--- config.mk ---
export PLATFORM = sky130hd
export DESIGN_NAME = uart_rx_16x_flat
export DESIGN_NICKNAME = d
export VERILOG_FILES = /design/src/rtl/uart_rx_16x_if.sv /design/src/rtl/uart_rx_16x.sv /design/src/flat_wrapper.sv
export SDC_FILE = /design/constraint.sdc
export NUM_CORES = 1
export LEC_CHECK = 0
export BUFFER_PORTS_ARGS = -buffer_cell sky130_fd_sc_hd__buf_2
export CORE_ASPECT_RATIO = 1.5
export CORE_MARGIN = 4
export CORE_UTILIZATION = 56
export CTS_CLUSTER_DIAMETER = 80
export DETAILED_ROUTE_END_ITERATION = 16
export HOLD_SLACK_MARGIN = 0.1
export PLACE_DENSITY = 0.82
export SYNTH_ARGS = -nofsm -noshare
export SYNTH_HDL_FRONTEND = slang
export SYNTH_SLANG_ARGS = --single-unit
--- constraint.sdc ---
create_clock -name clk -period 2.2 [get_ports clk]
set_clock_uncertainty 0.15 [all_clocks]
set_input_delay 0.66 -clock clk [delete_from_list [all_inputs] [get_ports clk]]
set_output_delay 0.66 -clock clk [all_outputs]
set_load 0.1 [all_outputs]
--- src/rtl/uart_rx_16x_if.sv ---
// Byte-delivery handshake between uart_rx_16x and its consumer.
// The receiver (master) presents rx_data/rx_valid; the consumer (slave)
// answers with rx_ready. rx_data is held stable while rx_valid is high.
interface uart_rx_16x_if #(
  parameter int DATA_BITS = 8
);

  logic [DATA_BITS-1:0] rx_data;
  logic                 rx_valid;
  logic                 rx_ready;

  modport master (
    output rx_data,
    output rx_valid,
    input  rx_ready
  );

  modport slave (
    input  rx_data,
    input  rx_valid,
    output rx_ready
  );

endinterface

--- src/rtl/uart_rx_16x.sv ---
// uart_rx_16x: 16x-oversampling UART receiver fed by baud_gen_16x.
// Samples each bit at its middle tick, deframes LSB-first frames of
// DATA_BITS data bits and one stop bit, and hands bytes out over a
// valid/ready interface. frame_err, overrun_err and parity_err are
// single-cycle pulses.
//
// Optional feature macro: UART_RX_PARITY_EN
//   defined   : a parity bit follows the data bits (even, or odd when
//               PARITY_ODD=1); a mismatch pulses parity_err while the
//               byte is still delivered.
//   undefined : no parity bit in the frame; parity_err is constant 0.
module uart_rx_16x #(
  parameter int DATA_BITS   = 8,
  parameter int SYNC_STAGES = 2,
  parameter int PARITY_ODD  = 0
) (
  input  logic          clk,
  input  logic          rst_n,
  input  logic          baud_tick_16x,
  input  logic          rx,
  uart_rx_16x_if.master rx_bus,
  output logic          frame_err,
  output logic          overrun_err,
  output logic          parity_err,
  output logic          busy
);

  localparam logic [2:0] LAST_BIT    = 3'(DATA_BITS - 1);
  localparam logic       PAR_ODD_BIT = (PARITY_ODD != 0);

  typedef enum logic [2:0] {
    S_IDLE,
    S_START,
    S_DATA,
`ifdef UART_RX_PARITY_EN
    S_PARITY,
`endif
    S_STOP,
    S_WAIT_HI
  } state_t;

  state_t                 state_q,       state_d;
  logic [SYNC_STAGES-1:0] sync_q,        sync_d;
  logic [3:0]             tick_cnt_q,    tick_cnt_d;
  logic [2:0]             bit_cnt_q,     bit_cnt_d;
  logic [DATA_BITS-1:0]   shreg_q,       shreg_d;
  logic [DATA_BITS-1:0]   rx_data_q,     rx_data_d;
  logic                   rx_valid_q,    rx_valid_d;
  logic                   frame_err_q,   frame_err_d;
  logic                   overrun_err_q, overrun_err_d;
  logic                   busy_q,        busy_d;
`ifdef UART_RX_PARITY_EN
  logic                   par_bad_q,     par_bad_d;
  logic                   parity_err_q,  parity_err_d;
`endif

  logic rx_s;
  logic deliver;

  // The last synchronizer stage is the only copy of rx the FSM may look at.
  assign rx_s = sync_q[SYNC_STAGES-1];

  // Next-state logic: synchronizer shift, frame FSM, and the output handshake.
  always_comb begin
    state_d       = state_q;
    sync_d        = {sync_q[SYNC_STAGES-2:0], rx};
    tick_cnt_d    = tick_cnt_q;
    bit_cnt_d     = bit_cnt_q;
    shreg_d       = shreg_q;
    rx_data_d     = rx_data_q;
    rx_valid_d    = rx_valid_q & ~rx_bus.rx_ready;
    frame_err_d   = 1'b0;
    overrun_err_d = 1'b0;
    deliver       = 1'b0;
`ifdef UART_RX_PARITY_EN
    par_bad_d     = par_bad_q;
    parity_err_d  = 1'b0;
`endif

    if (baud_tick_16x) begin
      case (state_q)
        S_IDLE: begin
          if (!rx_s) begin
            state_d    = S_START;
            tick_cnt_d = 4'd0;
          end
        end

        S_START: begin
          if (tick_cnt_q == 4'd7) begin
            if (!rx_s) begin
              state_d    = S_DATA;
              tick_cnt_d = 4'd0;
              bit_cnt_d  = 3'd0;
            end else begin
              state_d = S_IDLE;
            end
          end else begin
            tick_cnt_d = tick_cnt_q + 4'd1;
          end
        end

        S_DATA: begin
          tick_cnt_d = tick_cnt_q + 4'd1;
          if (tick_cnt_q == 4'd15) begin
            shreg_d   = {rx_s, shreg_q[DATA_BITS-1:1]};
            bit_cnt_d = bit_cnt_q + 3'd1;
            if (bit_cnt_q == LAST_BIT) begin
`ifdef UART_RX_PARITY_EN
              state_d = S_PARITY;
`else
              state_d = S_STOP;
`endif
            end
          end
        end

`ifdef UART_RX_PARITY_EN
        S_PARITY: begin
          tick_cnt_d = tick_cnt_q + 4'd1;
          if (tick_cnt_q == 4'd15) begin
            par_bad_d = rx_s ^ (^shreg_q) ^ PAR_ODD_BIT;
            state_d   = S_STOP;
          end
        end
`endif

        S_STOP: begin
          tick_cnt_d = tick_cnt_q + 4'd1;
          if (tick_cnt_q == 4'd15) begin
            if (rx_s) begin
              deliver = 1'b1;
              state_d = S_IDLE;
            end else begin
              frame_err_d = 1'b1;
              state_d     = S_WAIT_HI;
            end
          end
        end

        S_WAIT_HI: begin
          if (rx_s) begin
            state_d = S_IDLE;
          end
        end

        default: begin
          state_d = S_IDLE;
        end
      endcase
    end

    // A byte is accepted only if the output slot is free or being drained now.
    if (deliver) begin
      if (!rx_valid_q || rx_bus.rx_ready) begin
        rx_data_d  = shreg_q;
        rx_valid_d = 1'b1;
      end else begin
        overrun_err_d = 1'b1;
      end
`ifdef UART_RX_PARITY_EN
      parity_err_d = par_bad_q;
`endif
    end

    busy_d = (state_d != S_IDLE);
  end

  // All state and registered outputs, with synchronous active-low reset.
  always_ff @(posedge clk) begin
    if (!rst_n) begin
      state_q       <= S_IDLE;
      sync_q        <= '1;
      tick_cnt_q    <= 4'd0;
      bit_cnt_q     <= 3'd0;
      shreg_q       <= '0;
      rx_data_q     <= '0;
      rx_valid_q    <= 1'b0;
      frame_err_q   <= 1'b0;
      overrun_err_q <= 1'b0;
      busy_q        <= 1'b0;
`ifdef UART_RX_PARITY_EN
      par_bad_q     <= 1'b0;
      parity_err_q  <= 1'b0;
`endif
    end else begin
      state_q       <= state_d;
      sync_q        <= sync_d;
      tick_cnt_q    <= tick_cnt_d;
      bit_cnt_q     <= bit_cnt_d;
      shreg_q       <= shreg_d;
      rx_data_q     <= rx_data_d;
      rx_valid_q    <= rx_valid_d;
      frame_err_q   <= frame_err_d;
      overrun_err_q <= overrun_err_d;
      busy_q        <= busy_d;
`ifdef UART_RX_PARITY_EN
      par_bad_q     <= par_bad_d;
      parity_err_q  <= parity_err_d;
`endif
    end
  end

  assign rx_bus.rx_data  = rx_data_q;
  assign rx_bus.rx_valid = rx_valid_q;
  assign frame_err       = frame_err_q;
  assign overrun_err     = overrun_err_q;
  assign busy            = busy_q;

`ifdef UART_RX_PARITY_EN
  assign parity_err = parity_err_q;
`else
  // Without a parity bit the parity sense has nothing to act on.
  assign parity_err = PAR_ODD_BIT & 1'b0;
`endif

endmodule
--- src/flat_wrapper.sv ---
// flat-port wrapper written by rule: the top's interface ports become plain ports
module uart_rx_16x_flat 
#(
  parameter int DATA_BITS   = 8,
  parameter int SYNC_STAGES = 2,
  parameter int PARITY_ODD  = 0
)
  (clk, rst_n, baud_tick_16x, rx, frame_err, overrun_err, parity_err, busy, rx_bus_rx_data, rx_bus_rx_valid, rx_bus_rx_ready);
  uart_rx_16x_if #(.DATA_BITS(DATA_BITS)) rx_bus_i ();
  input  logic clk;
  input  logic rst_n;
  input  logic baud_tick_16x;
  input  logic rx;
  output logic frame_err;
  output logic overrun_err;
  output logic parity_err;
  output logic busy;
  output wire logic [$bits(rx_bus_i.rx_data)-1:0] rx_bus_rx_data;
  output wire logic [$bits(rx_bus_i.rx_valid)-1:0] rx_bus_rx_valid;
  input wire logic [$bits(rx_bus_i.rx_ready)-1:0] rx_bus_rx_ready;
  assign rx_bus_rx_data = rx_bus_i.rx_data;
  assign rx_bus_rx_valid = rx_bus_i.rx_valid;
  assign rx_bus_i.rx_ready = rx_bus_rx_ready;
  uart_rx_16x #(.DATA_BITS(DATA_BITS), .SYNC_STAGES(SYNC_STAGES), .PARITY_ODD(PARITY_ODD)) u_core (.clk(clk), .rst_n(rst_n), .baud_tick_16x(baud_tick_16x), .rx(rx), .rx_bus(rx_bus_i), .frame_err(frame_err), .overrun_err(overrun_err), .parity_err(parity_err), .busy(busy));
endmodule
# ---- After elaboration in Yosys (flattened, before gate mapping)
# Index checks and enable logic that the tools add are counted.
dict set report op_classes {
  addsub 2
  multipliers 0
  div 0
  n_lt_le_gt_ge 0
  n_eq_ne 10
  n_shift 0
  muxes 25
  bitwise_logic 2
  reduce_logical 13
}
# op count
set op_table {}
lappend op_table {{3-bit 2-to-1 mux} 11}
lappend op_table {{3-bit case mux with 5 select lines} 1}
lappend op_table {{4-bit case mux with 3 select lines} 1}
lappend op_table {{1-bit 2-to-1 mux} 8}
lappend op_table {{4-bit 2-to-1 mux} 2}
lappend op_table {{3-bit by 2-bit == test with 1-bit output (second input constant)} 2}
lappend op_table {{3-bit == test (second input constant)} 2}
lappend op_table {{3-bit case mux with 2 select lines} 1}
lappend op_table {{2-bit AND reduction} 3}
lappend op_table {{3-bit nonzero test} 2}
lappend op_table {{5-bit AND reduction} 1}
lappend op_table {{4-bit by 1-bit adder with 4-bit output (second input constant)} 1}
lappend op_table {{4-bit by 3-bit == test with 1-bit output (second input constant)} 1}
lappend op_table {{4-bit == test (second input constant)} 1}
lappend op_table {{2-bit by 1-bit inequality test with 1-bit output (second input constant)} 2}
lappend op_table {{4-bit AND reduction} 1}
lappend op_table {{3-bit by 1-bit adder with 3-bit output (second input constant)} 1}
lappend op_table {{3-bit by 1-bit == test with 1-bit output (second input constant)} 1}
lappend op_table {{3-bit logical NOT} 1}
lappend op_table {{3-bit AND reduction} 1}
lappend op_table {{2-bit 2-to-1 mux} 1}
lappend op_table {{2-bit inequality test (second input constant)} 1}
lappend op_table {{2-bit nonzero test} 1}
lappend op_table {{2-bit OR reduction} 1}
lappend op_table {{4 further kinds} 4}
dict set report totals {
  regBits 32
  latchBits 0
  mem_bits_rw 0
  romBits 0
  input_bits 5
  output_inout_bits 13
  elab_cells 62
  n_memories 0
}

# ---- Depth between registers and ports, before layout
# Gate-level depths: netlist of the first run.
dict set report depth {
  word_depth 6
  ltp_mapped 6
  depth_no_buf 5
}

# ---- Worst setup path after synthesis of the first run
# OpenSTA, ideal clock, no wires.
dict set report synth_timing {
  kind {reg-to-reg}
  startpoint {reg u_core.rx_valid_q, in the netlist u_core.rx_bus.rx_valid}
  endpoint {reg u_core.rx_data_q[2], in the netlist u_core.rx_bus.rx_data[2]}
  setup_ns 0.123
  t_arrival_ns 1.677
  required_time_ns 1.927
  path_slack_ns 0.250
  stages_incl_launch_ff 6
  n_path_buf 1
  period_less_slack_ns 1.950
  cell_sequence {dfxtp_1 > nor2b_1 > nor4_4 > buf_2 > nand3_1 > o21ai_0}
}
dict set report synth_between {
  elab_chain_len 3
}
# item line_no
set synth_rtl {}
lappend synth_rtl {{from (decl)} uart_rx_16x.sv:48} ;# logic rx_valid_q, rx_valid_d;
lappend synth_rtl {{from (signal assigned)} uart_rx_16x.sv:193} ;# rx_valid_q <= rx_valid_d;
lappend synth_rtl {{1-bit logical NOT} uart_rx_16x.sv:155} ;# if (!rx_valid_q || rx_bus.rx_ready) begin
lappend synth_rtl {{1-bit logical OR} uart_rx_16x.sv:155}
lappend synth_rtl {{2-bit AND reduction (no line)} --}
lappend synth_rtl {{to (signal assigned)} uart_rx_16x.sv:192} ;# rx_data_q <= rx_data_d;
lappend synth_rtl {{to (decl)} uart_rx_16x.sv:47} ;# logic [DATA_BITS-1:0] rx_data_q, rx_data_d;
# Every way passes these cells.
# A chain may end at the register's enable or synchronous reset.

# ---- Worst setup path in the final report of the first run
dict set report layout_timing {
  startpoint {reg u_core.tick_cnt_q[0]}
  endpoint {reg u_core.busy_q, in the netlist u_core.busy}
}
dict set report layout_between {
  elab_chain_len 5
  word_cells_on_any_way 8
  cone_classes {2 x eq/ne; 5 x mux; 1 x reduce/logical}
}
# item line_no
set layout_rtl {}
lappend layout_rtl {{from (decl)} uart_rx_16x.sv:44} ;# logic [3:0] tick_cnt_q, tick_cnt_d;
lappend layout_rtl {{from (signal assigned)} uart_rx_16x.sv:189} ;# tick_cnt_q <= tick_cnt_d;
lappend layout_rtl {{4-bit == test / 4-bit by 3-bit == test with 1-bit output (equally long branches)} {uart_rx_16x.sv:105, uart_rx_16x.sv:130, uart_rx_16x.sv:90}}
lappend layout_rtl {{3-bit 2-to-1 mux (on tied branches)} {uart_rx_16x.sv:130, uart_rx_16x.sv:90, uart_rx_16x.sv:105}}
lappend layout_rtl {{3-bit case mux with 5 select lines *} uart_rx_16x.sv:81} ;# case (state_q)
lappend layout_rtl {{3-bit 2-to-1 mux *} uart_rx_16x.sv:80} ;# if (baud_tick_16x) begin
lappend layout_rtl {{3-bit nonzero test *} uart_rx_16x.sv:166} ;# busy_d = (state_d != S_IDLE);
lappend layout_rtl {{to (signal assigned)} uart_rx_16x.sv:196} ;# busy_q <= busy_d;
lappend layout_rtl {{to (decl)} uart_rx_16x.sv:51} ;# logic busy_q, busy_d;
# Mark *: on every way between the ends. The rest lies on a longest branch, timed or not.

==> results by group, run 1 <==
Final layout
  • Post-route cell area: 1680 um2
  • Nets: 197
  • Final core occ: 63.6%
  • Final Instance Count excl. Fillers: 227
  • Share of layout cells above drive strength 1: 21.1%
  • Area grow syn2layout: 9.98%
  • Ant diodes: 0

Worst setup path
  • WP data required: 2230 ps
  • Worst path slowest cell: or4_4
  • Setup crit start kind: flip-flop
  • Crit path capture type: flip-flop
  • Critical path cell sequence: ha_1 -> and3b_2 -> nor4_1 -> or4_4 -> a221o_1
  • WP data arrival: 2150 ps
  • Crit Path Category: reg2reg
  • CP max FO: 6
  • Crit path buffers/inverters: 0
  • CP delay by family, top: simple AND/OR/NAND/NOR gates
  • Max incr delay on CP: 550 ps

Clock tree
  • H-tree depth: 2
  • Clk_lat worst skew: 290 ps
  • Clk sink count: 32
  • Clock Tree Root: clkbuf_8
  • Hold Buf Count CTS: 0
  • Clk buf depth: 2
  • Post-cts gate resize count: 0
  • Post-CTS setup buffer count: 0
  • CTS tree: yes
  • Clock Pin Slew Worst Setup and Hold Paths: 70 ps
  • Num CTS Buffers: 5

Yosys
  • YS warnings: 0
  • Synth top area share: 41.9%
  • Asr flop ratio synth: 0%
  • Synthesized Nets: 181
  • Mean Syn Cell Area: 8.85 um2
  • Synthesized flop and latch total: 32
  • Top FF cell, synth: dfxtp_1
  • Unique masters post-synth: 46
  • Post-synth EDFFs: 0
  • Largest area contributor in the synthesized netlist: dfxtp_1
  • Mapped cell area: 1530 um2
  • Seq/Total Area, Yosys: 41.9%
  • Post-Syn Instances: 173
  • Synth area leaders: dfxtp_1 (42%), nand2_1 (7.1%), o21ai_0 (5.2%)

Timing
  • Finish-stage setup viols: 0
  • Fin Setup TNS: 0 ps
  • Final Hold Slack: 284 ps
  • Worst-margin pin slew: 502 ps
  • Unrepaired setup endpoints after global routing: false
  • Fin. Hold Viols: 0
  • Fmax: 471 MHz
  • Slew HR: 66.1%
  • Max Slew Vio Count: 0
  • Period minus WS final: 2130 ps
  • Tcrit/Tclk final: 96.6%
  • Setup ws final: 74.8 ps

Floorplan
  • Row Count: 23
  • # IOs: 18
  • DIE AREA: 3650 um2
  • Initial core utilization: 57.8%
  • Die X: 50.7 um
  • Core footprint: 2650 um2
  • Die Y: 72.0 um

Global routing
  • First-pass GRT wire length: 5.81 mm
  • GRT Overall Usage: 20.5%
  • Largest net degree at the start of global routing: 25
  • Remaining Overflow, GRT: 0
  • Vias in the first global route: 1280
  • Initial antenna violation count: 0

Detailed routing
  • First-pass detailed-route iteration total: 4
  • Vias per cell: 5.73
  • Final WL: 3.25 mm
  • Routed Antenna Nets: 0
  • Drt drc: 0
  • Vias: 1300
  • Initial DRC Count: 42
  • Wire length per cell: 14.3 um

Run status
  • Status: finished clean

Placement
  • Placed instance area: 1590 um2
  • Hpwl dp: 2.26 mm
  • Port Buffers: 16
  • DP Worst Slack: 134 ps
  • DP Cell Count: 219
  • Placer Congestion: 0.957

Pwr
  • Power per cell area: 651 nW/um2
  • Pleak: 0.629 nW
  • Power, Total: 1.10 mW
  • VDD IR max: 0.581 mV

Job
  • Max_cap viols: 0

Min path
  • Min-delay worst type: reg2reg
-- report_power, final --
group / total [mW] / switching (mW) / internal [mW]
combinational: 0.0521 / 0.0351 / 0.0170
sequential: 0.587 / 0.00472 / 0.582
clock: 0.457 / 0.233 / 0.224
-- path summary, 6_finish.rpt --
path | cells past startpoint | end | from | slack (ps)
max | 5 | u_core.busy | u_core.tick_cnt_q[0] | 70
min | 1 | u_core.sync_q[1] | u_core.sync_q[0] | 280
max reg2reg | 5 | u_core.busy | u_core.tick_cnt_q[0] | 70
min reg2reg | 1 | u_core.sync_q[1] | u_core.sync_q[0] | 280
-- registers in the layout, indices dropped and copies added (netlist names) --
register and count:
u_core.frame_err 1, u_core.busy 1, u_core.overrun_err 1, u_core.tick_cnt_q 4, u_core.shreg_q 8, u_core.rx_bus.rx_valid 1
u_core.bit_cnt_q 3, u_core.state_q 3, u_core.sync_q 2, u_core.rx_bus.rx_data 8
-- cells in the mapped netlist (2+ instances only) --
cell type and n:
nor2b_1 5, nor2_1 2, nand3b_1 3, and2_2 2
a21oi_1 2, nand3_1 14, a21boi_0 8, inv_1 5
nand2_1 29, nand2b_1 3, nor4_1 3, clkbuf_8 3
ha_1 3, clkbuf_1 4, nor3_1 2, buf_6 4
buf_2 2, a22oi_1 3, and3_1 3, dfxtp_1 32
o21ai_0 16
-- per-layer routing --
layer / track usage (%) / part of all wire, % / vias to the layer above
li1: - / - / 633
met4: 10.2 / 2.8 / 0
met3: 5.34 / 5.4 / 10
met5: 0 / 0 / -
met2: 35.5 / 54 / 44
met1: 23.0 / 38 / 613
-- cells in the final DEF, fill, tap and decap left out, types with 2 or more instances in the layout --
cell type / synthesis / layout
a21oi_1: 2 / 2
nand3_1: 14 / 14
clkinvlp_4: 0 / 2
nor2b_1: 5 / 5
buf_4: 1 / 7
ha_1: 3 / 3
nor2_1: 2 / 2
and2_2: 2 / 2
nand2b_1: 3 / 3
a22oi_1: 3 / 3
o21ai_0: 16 / 16
nor4_1: 3 / 3
nor3_1: 2 / 2
and3_1: 3 / 3
nand2_1: 29 / 29
a21boi_0: 8 / 8
clkbuf_8: 3 / 5
inv_1: 5 / 5
nand3b_1: 3 / 3
buf_2: 2 / 16
dfxtp_1: 32 / 32
-- logic make-up after synthesis --
group,synth area share (%)
compound gates,17.0
fa+ha+maj,2.45
buf+inv,8.99
flops,41.9
mux,0.654
other cells,0.245
simple gates,28.8
-- final cells by class --
cell class	instances	area (um2)
clock buffer	5	68.8
clock inverter	3	23.8
fill	241	965
inverter	5	18.8
multi-input combinational	122	752
sequential	32	641
tap	37	46.3
timing repair buffer	23	133
(Power assumes the default switching activity.)
==> inputs of run 2 (changes only) <==
clock period = 2.3 ns   (was 2.2 ns; I/O delays follow)
==> results by group, run 2 (synthesis results as in run 1) <==
Run status
  • Status: finished clean

Clock tree
  • Clk sink count: 32 (unchanged)
  • Num CTS Buffers: 5 (unchanged)
  • CTS tree: yes
  • Clk_lat worst skew: 280 ps (about the same)
  • Clock Tree Root: clkbuf_8
  • Hold Buf Count CTS: 0 (unchanged)
  • Post-CTS setup buffer count: 0 (unchanged)
  • Post-cts gate resize count: 0 (unchanged)
  • Clk buf depth: 2 (unchanged)
  • H-tree depth: 2 (unchanged)
  • Clock Pin Slew Worst Setup and Hold Paths: 70 ps (about the same)

Global routing
  • GRT Overall Usage: 19.6% (-0.94 points)
  • Initial antenna violation count: 0 (unchanged)
  • Remaining Overflow, GRT: 0 (unchanged)
  • Vias in the first global route: 1253 (-2.1%)
  • Largest net degree at the start of global routing: 26 (+4.0%)
  • First-pass GRT wire length: 5.39 mm (-7.2%)

Timing
  • Fmax: 469 MHz (-0.27%)
  • Tcrit/Tclk final: 92.6% (-4.0 points)
  • Unrepaired setup endpoints after global routing: false
  • Fin Setup TNS: 0 ps (unchanged)
  • Max Slew Vio Count: 0 (unchanged)
  • Finish-stage setup viols: 0 (unchanged)
  • Slew HR: 66.8% (+0.68 points)
  • Worst-margin pin slew: 492 ps (-10.1 ps)
  • Final Hold Slack: 275 ps (-8.34 ps)
  • Period minus WS final: 2130 ps (+5.74 ps)
  • Fin. Hold Viols: 0 (unchanged)

Final layout
  • Nets: 194 (-1.5%)
  • Share of layout cells above drive strength 1: 19.8% (-1.3 points)
  • Area grow syn2layout: 10.7%
  • Fill cell count: 234 (-2.9%)
  • Final core occ: 64.0% (+0.43 points)
  • Most common cell after layout, fill and taps aside: dfxtp_1
  • Ant diodes: 0 (unchanged)
  • Final Instance Count excl. Fillers: 224 (-1.3%)
  • Multi-input gate area: 752 um2 (unchanged)
  • Most frequent cells in the layout: dfxtp_1 (32), nand2_1 (29), o21ai_0 (16), buf_2 (16), nand3_1 (14)
  • FF+latch area: 641 um2 (unchanged)

Floorplan
  • Row Count: 23 (unchanged)
  • Initial core utilization: 57.8% (unchanged)
  • Die Y: 72.0 um (unchanged)
  • Core footprint: 2650 um2 (unchanged)
  • DIE AREA: 3650 um2 (unchanged)
  • # IOs: 18 (unchanged)
  • Die X: 50.7 um (unchanged)

Job
  • Max_cap viols: 0 (unchanged)

Detailed routing
  • First-pass detailed-route iteration total: 5 (+1)
  • Vias per cell: 5.77 (+0.79%)
  • Drt drc: 0 (unchanged)
  • Initial DRC Count: 43 (+2.4%)
  • Wire length per cell: 14.5 um (+1.4%)
  • Final WL: 3.26 mm (about the same)
  • Vias: 1293 (-0.54%)
  • Routed Antenna Nets: 0 (unchanged)

Worst setup path
  • Critical path cell sequence: ha_1 -> and3_1 -> and4_4 -> or4_4 -> a221o_1
  • Crit Path Category: reg2reg
  • CP max FO: 6 (unchanged)
  • WP data required: 2320 ps (+90 ps)
  • Max incr delay on CP: 480 ps (-70 ps)
  • Worst path slowest cell: or4_4
  • Setup crit start kind: flip-flop
  • WP data arrival: 2150 ps (about the same)
  • Crit path capture type: flip-flop

Placement
  • Port Buffers: 16 (unchanged)
  • DP Cell Count: 216 (-1.4%)
  • Placer Congestion: 0.995 (+3.9%)
  • Hpwl dp: 2.29 mm (+1.7%)

Pwr
  • Power per cell area: 709 nW/um2 (+8.8%)
  • Pleak: 0.638 nW (+1.4%)
  • VDD IR max: 0.493 mV (-15%)

Min path
  • Min-delay worst type: reg2reg
run 2: changes by cell type in the layout (fill, tap and decap cells not counted), sizes merged:
cell,previous run,this run
clkinvlp,2,0
buf,23,20
bufinv,0,1
clkinv,1,0
clkbuf,5,7
run 2: per-stage QoR:
step / worst slack (ps) / cell area (um2) / power [mW]
after floorplan: 350 / 1530 / 0.619
after global placement: 263 / 1570 / 0.621
after detailed placement: 219 / 1570 / 0.623
after CTS: 196 / 1690 / 1.21
after global routing: 138 / 1690 / 1.24
final: 169 / 1690 / 1.20
run 2: layout make-up:
class / count / share of cell area, %
sequential: 32 / 37.8
multi-input combinational: 122 / 44.4
tap: 37 / 2.73
inverter: 5 / 1.11
clock buffer: 7 / 5.69
timing repair buffer: 20 / 6.50
clock inverter: 1 / 1.77
run 2: report_power, final:
part           internal, mW  switching, mW  total [mW]
Sequential            0.557        0.00450       0.562
Combinational        0.0163         0.0334      0.0497
Clock                 0.382          0.207       0.589
run 2: layer usage:
layer  GRT usage (%)  share of wire [%]  vias to the layer above
met4            14.7                3.4                        0
met1            20.2                 40                      608
met2            32.8                 53                       46
met3            5.75                4.3                        9
li1                -                  -                      630
met5               0                  0                        -
run 2: critical path: cells and delay by family, from the launching register on:
kind / cells / cell delay (ps)
AOI/OAI and AO/OA: 1 / 310
adders and majority gates: 1 / 280
DFF: 1 / 350
and+or+nand+nor: 3 / 940
run 2: final timing paths:
kind / slack [ps] / to / depth (start not counted) / start
max: 170 / u_core.busy / 5 / u_core.tick_cnt_q[0]
min: 280 / u_core.sync_q[1] / 1 / u_core.sync_q[0]
max reg2reg: 170 / u_core.busy / 5 / u_core.tick_cnt_q[0]
min reg2reg: 280 / u_core.sync_q[1] / 1 / u_core.sync_q[0]
==> inputs of run 3 (changes only) <==
REMOVE_ABC_BUFFERS = 1   (was not set)
==> results by group, run 3 (synthesis results as in run 1) <==
Clock tree
  • Num CTS Buffers: 5 (unchanged)
  • Clk sink count: 32 (unchanged)
  • Clk_lat worst skew: 280 ps (about the same)
  • Clock Tree Root: clkbuf_8
  • Hold Buf Count CTS: 0 (unchanged)
  • Clk buf depth: 2 (unchanged)
  • Post-cts gate resize count: 0 (unchanged)
  • H-tree depth: 2 (unchanged)
  • Post-CTS setup buffer count: 0 (unchanged)
  • Clock Pin Slew Worst Setup and Hold Paths: 60 ps (about the same)
  • CTS tree: yes

Timing
  • Finish-stage setup viols: 0 (unchanged)
  • Fmax: 483 MHz (+2.9%)
  • Tcrit/Tclk final: 90.0% (-2.6 points)
  • Unrepaired setup endpoints after global routing: false
  • Fin. Hold Viols: 0 (unchanged)
  • Fin Setup TNS: 0 ps (unchanged)
  • Max Slew Vio Count: 0 (unchanged)
  • Period minus WS final: 2070 ps (-60.1 ps)

Run status
  • Status: finished clean

Pwr
  • Pleak: 0.634 nW (-0.60%)
  • Clk pwr share: 45.7% (-3.4 points)
  • Sw Ratio: 20.6% (+0.15 points)
  • Power per cell area: 669 nW/um2 (-5.6%)
  • Power share of the combinational group: 4.4% (+0.3 points)
  • VDD IR max: 0.528 mV (+7.0%)
  • Sequential power share: 49.9% (+3.1 points)
  • Cell Int Power: 0.895 mW (-6.4%)
  • Sw Pwr: 0.231 mW (-5.5%)

Detailed routing
  • Vias: 1269 (-1.9%)
  • Wire length per cell: 13.3 um (-8.7%)
  • Initial DRC Count: 56 (+30%)
  • Routed Antenna Nets: 0 (unchanged)
  • Drt drc: 0 (unchanged)
  • Vias per cell: 5.64 (-2.3%)
  • Final WL: 2.99 mm (-8.3%)
  • First-pass detailed-route iteration total: 4 (-1)

Floorplan
  • Core footprint: 2650 um2 (unchanged)
  • Row Count: 23 (unchanged)
  • Die Y: 72.0 um (unchanged)
  • DIE AREA: 3650 um2 (unchanged)
  • # IOs: 18 (unchanged)
  • Initial core utilization: 57.8% (unchanged)
  • Die X: 50.7 um (unchanged)

Worst setup path
  • R2R setup slack: 230 ps (+60 ps)
  • Setup crit start kind: flip-flop
  • WP data required: 2320 ps (about the same)
  • WP data arrival: 2090 ps (-60 ps)
  • Crit path capture type: flip-flop
  • Worst path slowest cell: or4_4
  • CP max FO: 6 (unchanged)
  • Crit Path Category: reg2reg
  • Critical path cell sequence: ha_1 -> and3b_2 -> nor4_1 -> or4_4 -> a221o_1
  • Max incr delay on CP: 540 ps (+60 ps)

Global routing
  • GRT Overall Usage: 18.8% (-0.80 points)
  • Vias in the first global route: 1241 (-0.96%)
  • Initial antenna violation count: 0 (unchanged)
  • First-pass GRT wire length: 5.20 mm (-3.6%)
  • Remaining Overflow, GRT: 0 (unchanged)
  • Largest net degree at the start of global routing: 23 (-12%)

Placement
  • Placed instance area: 1580 um2 (+0.48%)
  • Placer Congestion: 0.950 (-4.5%)
  • Hpwl dp: 2.22 mm (-3.3%)
  • DP Cell Count: 217 (+0.46%)
  • Port Buffers: 16 (unchanged)

Job
  • Max_cap viols: 0 (unchanged)

Final layout
  • Final Instance Count excl. Fillers: 225 (+0.45%)
  • Final core occ: 63.6% (-0.43 points)
  • Area grow syn2layout: 9.98%
  • Share of layout cells above drive strength 1: 19.7% (-0.11 points)
  • Most common cell after layout, fill and taps aside: dfxtp_1
  • Post-route cell area: 1680 um2 (-0.66%)
  • Ant diodes: 0 (unchanged)
  • Nets: 195 (+0.52%)
  • Most frequent cells in the layout: dfxtp_1 (32), nand2_1 (29), o21ai_0 (16), buf_2 (16), nand3_1 (14)

Min path
  • Min-delay worst type: reg2reg
-- run 3: changes by cell type in the layout (fill, tap and decap cells not counted), sizes merged --
cell	change
buf	+1
clkbuf	-1
clkinv	+1
-- run 3: layout make-up --
type                    instances  area (um2)
clock buffers                   6        72.6
clock inverters                 2        35.0
fillers                       239         965
inverters                       5        18.8
multi-input cells             122         752
flip-flops and latches         32         641
well taps                      37        46.3
repair buffers                 21         118
-- run 3: final timing paths --
check,start,to,cells past startpoint
worst max-delay path,u_core.tick_cnt_q[0],u_core.busy,5
worst min-delay path,u_core.sync_q[0],u_core.sync_q[1],1
worst max register to register,u_core.tick_cnt_q[0],u_core.busy,5
worst min register to register,u_core.sync_q[0],u_core.sync_q[1],1
-- run 3: stage by stage --
stage / hold slack (ps) / power (mW) / setup slack (ps)
floorplan: 236 / 0.603 / 81.9
global placement: 242 / 0.622 / 270
detailed placement: 244 / 0.623 / 241
CTS: 259 / 1.14 / 242
global route: 278 / 1.17 / 132
finish: 256 / 1.13 / 229
-- run 3: worst max-delay path, delay by kind of cell (launching register included) --
kind,cells,cell delay [ps]
adder cells (fa/ha/maj),1,270
AO/OA/AOI/OAI,1,300
AND/OR/NAND/NOR,3,860
flip-flops,1,380
-- run 3: layer usage --
metal,track usage [%],vias to the layer above,share of wire (%)
met5,0,-,0
met4,12.0,0,3.0
met3,5.54,9,4.2
met2,32.6,32,53
met1,19.4,591,40
li1,-,637,-
-- run 3: power groups by stage --
stage	Combinational (mW)	Clock [mW]	Sequential (mW)
2_1_floorplan	0.0263	0	0.577
3_3_place_gp	0.0481	0	0.574
3_5_place_dp	0.0493	0	0.574
4_1_cts	0.0493	0.525	0.561
5_1_grt	0.0532	0.552	0.561
6_report	0.0494	0.515	0.561
